File: src/rtl/regfile_dump_64.sv
// rtl/regfile_dump_64.sv - streams a contiguous range of integer registers out over valid/ready
module regfile_dump_64 #(
    parameter int DATA_W    = 64,
    parameter int ADDR_W    = 5,
    parameter int FIRST_REG = 0,
    parameter int LAST_REG  = 31
) (
    input  logic              clk,
    input  logic              reset,
    input  logic              start,
    input  logic              abort,
    output logic              busy,
    output logic              done,
    output logic [ADDR_W-1:0] rd_addr,
    input  logic [DATA_W-1:0] rd_data,
    output logic              out_valid,
    input  logic              out_ready,
    output logic [DATA_W-1:0] out_data,
    output logic [ADDR_W-1:0] out_idx,
    output logic              out_last
);

    typedef enum logic [1:0] {
        IDLE,
        READ,
        SEND,
        DONE
    } state_t;

    localparam logic [ADDR_W-1:0] FIRST_IDX = ADDR_W'(FIRST_REG);
    localparam logic [ADDR_W-1:0] LAST_IDX  = ADDR_W'(LAST_REG);

    state_t              state_q, state_d;
    logic                busy_q, busy_d;
    logic                done_q, done_d;
    logic [ADDR_W-1:0]   rd_addr_q, rd_addr_d;
    logic                out_valid_q, out_valid_d;
    logic [DATA_W-1:0]   out_data_q, out_data_d;
    logic [ADDR_W-1:0]   out_idx_q, out_idx_d;
    logic                out_last_q, out_last_d;

    assign busy      = busy_q;
    assign done      = done_q;
    assign rd_addr   = rd_addr_q;
    assign out_valid = out_valid_q;
    assign out_data  = out_data_q;
    assign out_idx   = out_idx_q;
    assign out_last  = out_last_q;

    always_comb begin
        state_d     = state_q;
        rd_addr_d   = rd_addr_q;
        out_valid_d = out_valid_q;
        out_data_d  = out_data_q;
        out_idx_d   = out_idx_q;
        out_last_d  = out_last_q;

        case (state_q)
            IDLE: begin
                rd_addr_d = '0;
                if (start) begin
                    state_d   = READ;
                    rd_addr_d = FIRST_IDX;
                end
            end
            READ: begin
                out_data_d  = rd_data;
                out_idx_d   = rd_addr_q;
                out_last_d  = (rd_addr_q == LAST_IDX);
                out_valid_d = 1'b1;
                state_d     = SEND;
            end
            SEND: begin
                if (out_valid_q && out_ready) begin
                    out_valid_d = 1'b0;
                    // Increment only below LAST_REG, so the index never wraps.
                    if (out_last_q) begin
                        state_d = DONE;
                    end else begin
                        rd_addr_d = rd_addr_q + ADDR_W'(1);
                        state_d   = READ;
                    end
                end
            end
            DONE: begin
                state_d = IDLE;
            end
            default: begin
                state_d = IDLE;
            end
        endcase

        if (abort && (state_q != IDLE)) begin
            state_d     = IDLE;
            out_valid_d = 1'b0;
            rd_addr_d   = '0;
        end

        busy_d = (state_d != IDLE);
        done_d = (state_d == DONE);
    end

    always_ff @(posedge clk) begin
        if (!reset) begin
            state_q     <= IDLE;
            busy_q      <= 1'b0;
            done_q      <= 1'b0;
            rd_addr_q   <= '0;
            out_valid_q <= 1'b0;
            out_data_q  <= '0;
            out_idx_q   <= '0;
            out_last_q  <= 1'b0;
        end else begin
            state_q     <= state_d;
            busy_q      <= busy_d;
            done_q      <= done_d;
            rd_addr_q   <= rd_addr_d;
            out_valid_q <= out_valid_d;
            out_data_q  <= out_data_d;
            out_idx_q   <= out_idx_d;
            out_last_q  <= out_last_d;
        end
    end

endmodule

File: config.mk
export PLATFORM = sky130hd
export DESIGN_NAME = regfile_dump_64
export DESIGN_NICKNAME = d
export VERILOG_FILES = /design/src/rtl/regfile_dump_64.sv
export SDC_FILE = /design/constraint.sdc
export NUM_CORES = 1
export LEC_CHECK = 0
export BUFFER_PORTS_ARGS = -buffer_cell sky130_fd_sc_hd__buf_4
export CAP_MARGIN = 20
export CORE_ASPECT_RATIO = 0.75
export CORE_MARGIN = 5
export CORE_UTILIZATION = 30
export CTS_CLUSTER_SIZE = 10
export DETAILED_ROUTE_END_ITERATION = 12
export HOLD_SLACK_MARGIN = 0.1
export PLACE_DENSITY = 0.57
export SYNTH_ARGS = -nofsm -noshare
export SYNTH_HDL_FRONTEND = slang
export SYNTH_SLANG_ARGS = --single-unit
File: constraint.sdc
create_clock -name clk -period 1.8 [get_ports clk]
set_clock_uncertainty 0.2 [all_clocks]
set_input_delay 0.36 -clock clk [delete_from_list [all_inputs] [get_ports clk]]
set_output_delay 0.36 -clock clk [all_outputs]
set_load 0.05 [all_outputs]
==> Word-level counts from Yosys, hierarchy flattened <==
Cells that the tools add are included.
Widths: inputs -> output; s select.
{ "op_classes": {"muxes": 10, "n_addsub": 1, "n_eq_ne": 7, "n_reduce_logical": 10, "bitwise_logic": 1} }
{ "ops": {"columns": ["operator", "n"], "rows": [
  ["$mux 5", 2],
  ["$pmux 5 s2", 1],
  ["$mux 2", 4],
  ["$pmux 2 s4", 1],
  ["$reduce_bool 2->1", 4],
  ["$eq 2x2->1 const B", 3],
  ["$add 5x1->5 const B", 1],
  ["$eq 5x5->1 const B", 1],
  ["$ne 2x2->1 const B", 2],
  ["$reduce_and 3->1", 1],
  ["$eq 2x1->1 const B", 1],
  ["$logic_and 1x1->1", 2],
  ["$logic_not 2->1", 1],
  ["$pmux 1 s2", 1],
  ["$reduce_and 2->1", 1],
  ["$reduce_or 2->1", 1],
  ["$mux 1", 1],
  ["$not 1->1", 1]
]} }
{ "word_totals": {"reg_bits": 80, "elab_cells": 37, "output_inout_bits": 78, "input_bits": 69} }

==> Logic depth before layout (Yosys ltp) <==
{ "depth": {"depth_word": 5, "depth_mapped": 6, "ltp_nobuf": 5} }

==> Worst setup path before layout <==
OpenSTA, ideal clock, no wires.
{ "synth_path": {"path_type": "register -> register", "start": "reg out_valid_q (netlist: out_valid)", "end": "reg rd_addr_q[3] (netlist: rd_addr[3])", "stages_incl_launch_ff": 4, "required_time_ps": 1526, "setup_slack_ps": -20, "setup_ps": 74, "synth_period_minus_slack_ps": 1820, "path_buffers": 0, "arrival_time_ps": 1545, "path_cell_list": "dfxtp_1 -> nand3b_1 -> or4b_1 -> a31oi_1"} }
{ "synth_via": {"elab_chain_len": 3} }
{ "synth_lines": {"columns": ["element", "line", "rtl"], "rows": [
  ["start, declared", "37", "logic out_valid_q, out_valid_d;"],
  ["start signal, assigned", "118", "out_valid_q <= out_valid_d;"],
  ["$logic_and 1x1->1", "74", "if (out_valid_q && out_ready) begin"],
  ["$ne 2x2->1 (no line)", null, null],
  ["$reduce_and 3->1 (no line)", null, null],
  ["end signal, assigned", "117", "rd_addr_q <= rd_addr_d;"],
  ["end, declared", "36", "logic [ADDR_W-1:0] rd_addr_q, rd_addr_d;"]
]} }
Every way passes these cells.
A chain may end at the register's enable or synchronous reset.

==> Final worst setup path <==
{ "layout_path": {"start": "in out_ready", "end": "reg rd_addr_q[3] (netlist: rd_addr[3])"} }
{ "layout_via": {"elab_chain_len": 3} }
{ "layout_lines": {"columns": ["element", "line", "rtl"], "rows": [
  ["start, declared", "17", "input logic out_ready,"],
  ["$logic_and 1x1->1", "74", null],
  ["$ne 2x2->1 (no line)", null, null],
  ["$reduce_and 3->1 (no line)", null, null]
]} }
Every way passes these cells.

==> Flow_metrics.wiki <==
{| class="wikitable"
! Metric !! Value
|-
| Number of warnings printed during yosys synthesis || 0
|-
| Compound-gate portion of the synthesized area || 20.0%
|-
| Leading cell type by number of instances after synthesis || sky130_fd_sc_hd__nand2_1
|-
| Area share of the largest cell type after synthesis || about 52%
|-
| Number of antenna violations at the first check in global routing || 0
|-
| Count of inserted antenna diode cells || 0
|-
| Ratio of routed vias to standard cells || 4.43
|-
| Worst reg2reg path endpoint || out_valid
|-
| Startpoint of the lowest-slack hold path || rd_data[19]
|-
| Post-synthesis area per instance || about 8.6 um^2
|-
| Width of the die || ~130 um
|-
| Clock tree root driver cell || sky130_fd_sc_hd__clkbuf_16
|-
| Transition time at the pin with the least slew margin || about 360 ps
|-
| Total of flip-flops plus latches after synthesis || 80
|-
| Endpoint arrival time on the critical path || 1730 ps
|-
| Layout overhead on the synthesized area || 71.3%
|-
| Clock Tree Buf Depth || 2
|-
| H-Tree Depth || 3
|-
| DRT Pass-1 Iters || 4
|-
| Starting DRC count in detailed routing || 89
|-
| Cell type with the highest aggregate area in the netlist || sky130_fd_sc_hd__dfxtp_1
|-
| RePlAce Congestion || slightly below 0.8
|-
| CTS tree || built
|-
| Highest Clock Rate || ~0.60 GHz
|-
| Depth of the worst register-to-register path || 4
|-
| Die area || between 10,000 and 15,000 um^2
|-
| Synthesized Nets || ~430
|-
| Worst Hold Margin || ~110 ps
|-
| Required time of the worst setup path || 1850 ps
|-
| First-pass GRT wire length || between 15,000 and 20,000 um
|-
| Period utilization || roughly 93%
|-
| Slack of the worst reg-to-reg path || about 210 ps
|-
| Adder-cell area share of the yosys netlist || less than 1%
|-
| Final Instance Area || 5290 um^2
|-
| Cell types with the largest area share after synthesis || sky130_fd_sc_hd__dfxtp_1, sky130_fd_sc_hd__nand2_1, sky130_fd_sc_hd__a21boi_0, sky130_fd_sc_hd__a21boi_1, sky130_fd_sc_hd__buf_6
|-
| Remaining Overflow, GRT || 0
|-
| Number of enable-type register cells in the synthesized netlist || 0
|-
| Multiplexer share of the synthesized area || 0%
|-
| Peak supply drop || around 0.49 mV
|-
| Multi-input combinational cell area || roughly 1300 um^2
|-
| Worst setup slack before clock tree synthesis || between 200 and 250 ps
|-
| Source-to-sink clock delay at the later pin of the worst-skew pair || about 330 ps
|-
| Cell area power density || 871 nW/um^2
|-
| Post-route non-filler standard cell count || around 710
|-
| CTS sink count || 80
|-
| Min-Delay Endpoint || out_data[19]
|-
| Number of pins exceeding their max-slew limit in the final report || 0
|-
| All-Layer GR Usage || between 10% and 20%
|-
| Port Buffers || approximately 150
|-
| Post-placement cell area || between 4000 and 5000 um^2
|-
| Register Area || approximately 1600 um^2
|-
| Final Setup Violations || 0
|-
| Crit path time final || between 1500 and 2000 ps
|-
| Worst Hold Depth || 3
|-
| Routed length per instance || between 10 and 15 um
|-
| Standby leakage power || around 2.2 nW
|-
| Die Y-Extent || approximately 100 um
|-
| Fraction of registers with async set or reset after synthesis || 0%
|-
| Largest fanout on the critical path || 5
|-
| Area share of and/or/nand/nor cells after synthesis || between 20% and 30%
|-
| Hpwl dp || 6130 um
|-
| Number of fill cells || between 900 and 1,000
|-
| Post-route DRC || 0
|-
| Count of standard-cell rows || 32
|-
| Classification of the worst-slack hold path || primary input to register
|-
| Result of the run || complete, no violations
|-
| Portion of the post-synthesis area used by sequential elements || 51.9%
|-
| Vias || around 3,100
|-
| Setup total negative slack || 0 ps
|-
| Dominant combinational cell family by area after synthesis || simple AND/OR/NAND/NOR gates
|-
| Synthesized cell area || between 3000 and 4000 um^2
|-
| Vias in the first global route || 3,150
|-
| Slew margin rel. || about three quarters
|-
| Largest net degree at the start of global routing || 43
|-
| Final net count || roughly 640
|-
| Max Cap Violations || 0
|-
| Core occupancy in the finished layout || approximately 52%
|-
| Sum of routed wire length over all layers || a little over 9000 um
|-
| Worst r2r src || state_q[0]
|-
| Placed cell count || 625
|-
| Setup repair after global routing missed its margin || no
|-
| Sum of internal, switching and leakage power || approximately 4.6 mW
|-
| Xor/xnor cell area share of the yosys netlist || 0%
|-
| Smallest setup slack after layout || 120 ps
|-
| Number of hold violations in the final report || 0
|-
| Initial cell density of the core || between 30% and 40%
|-
| Ys flop type || sky130_fd_sc_hd__dfxtp_1
|-
| Critical path capture point type || register
|-
| Leading cell types by count after synthesis || sky130_fd_sc_hd__nand2_1, sky130_fd_sc_hd__dfxtp_1, sky130_fd_sc_hd__a21boi_0, sky130_fd_sc_hd__a21boi_1, sky130_fd_sc_hd__clkbuf_1
|-
| Antenna viol nets, final || 0
|-
| Clk slew on worst S/H paths || approximately 60 ps
|-
| Yosys cell types || 31
|-
| Top-Level Pins || 147
|-
| CTS buffer count || 9
|-
| Class of the most critical setup path || primary input to register
|-
| Fraction of layout cells with a size suffix above 1 || 30.8%
|-
| Startpoint type of the worst setup path || primary input
|-
| Total core area || 10,200 um^2
|-
| Gate count of the mapped netlist || 360
|}
==> what timing repair did <==
action                                  4_1_cts  5_1_grt
resized for setup                             0        0
endpoints found under the hold margin        65        0
setup buffers                                 0        1
endpoints found under the setup margin        0        1
hold buffers                                 64        0
==> per-layer routing <==
layer  track usage (%)  vias up  part of all wire [%]
met5                 0        -                     0
met1              17.8     1429                    44
li1                  -     1582                     -
met2              24.1       95                    46
met3              6.12       15                   7.4
met4              4.70        0                   1.8
==> power by group <==
part           switching (mW)  internal, mW
Clock                   0.659          1.17
Combinational           0.494         0.384
Sequential             0.0467          1.85
==> cell usage in the layout, fill, tap and decap left out, types with 2 or more instances in the layout <==
cell | netlist | layout
sky130_fd_sc_hd__a31oi_1 | 3 | 3
sky130_fd_sc_hd__a21oi_1 | 2 | 2
sky130_fd_sc_hd__nor2b_4 | 1 | 2
sky130_fd_sc_hd__clkbuf_16 | 0 | 9
sky130_fd_sc_hd__a21boi_1 | 30 | 30
sky130_fd_sc_hd__buf_4 | 4 | 150
sky130_fd_sc_hd__a21boi_0 | 40 | 40
sky130_fd_sc_hd__nor2b_1 | 3 | 2
sky130_fd_sc_hd__nand3_1 | 4 | 4
sky130_fd_sc_hd__nor2_1 | 3 | 3
sky130_fd_sc_hd__inv_1 | 2 | 2
sky130_fd_sc_hd__o22ai_1 | 3 | 3
sky130_fd_sc_hd__dfxtp_1 | 80 | 79
sky130_fd_sc_hd__dlygate4sd3_1 | 0 | 64
sky130_fd_sc_hd__clkbuf_8 | 0 | 3
sky130_fd_sc_hd__nor3_1 | 2 | 2
sky130_fd_sc_hd__clkinv_2 | 0 | 2
sky130_fd_sc_hd__nand2_1 | 146 | 146
sky130_fd_sc_hd__ha_1 | 2 | 2
sky130_fd_sc_hd__buf_12 | 0 | 5
==> cells by family (layout without fill, tap and decap cells) <==
logic type	count (synthesis)	count (layout)
AND/OR/NAND/NOR	167	167
flip-flops	80	80
buffers and inverters	27	236
adder cells (fa/ha/maj)	2	2
AO/OA/AOI/OAI	84	84
==> registers in the layout (all words and copies together), names as in the netlist <==
register and cells:
done 1, out_valid 1, out_idx 5, busy 1
out_last 1, rd_addr 5, state_q 2, out_data 64
==> worst max-delay path by stage <==
stage | cells after the start | to | slack, ps | startpoint
after global placement | 4 | rd_addr[3] | 240 | out_ready
after floorplan | 5 | rd_addr[4] | 50 | rd_addr[0]
after global routing | 5 | rd_addr[3] | 30 | out_ready
after detailed placement | 4 | rd_addr[3] | 210 | out_ready
after CTS | 5 | rd_addr[3] | 20 | out_ready
final | 5 | rd_addr[3] | 120 | out_ready
==> layout make-up <==
type                    instances  area share [%]
clock inverters                 3           0.757
flip-flops and latches         80            30.3
well taps                     136            3.22
repair buffers                219            35.3
multi-input cells             253            25.2
clock buffers                  12            5.04
inverters                       2           0.142
==> critical path: stages <==
cell and delay (ps):
sky130_fd_sc_hd__dlygate4sd3_1 530, sky130_fd_sc_hd__buf_4 130, sky130_fd_sc_hd__nand3b_1 110, sky130_fd_sc_hd__or4b_1 470, sky130_fd_sc_hd__a31oi_1 140
Power figures use the tool's default switching activity.
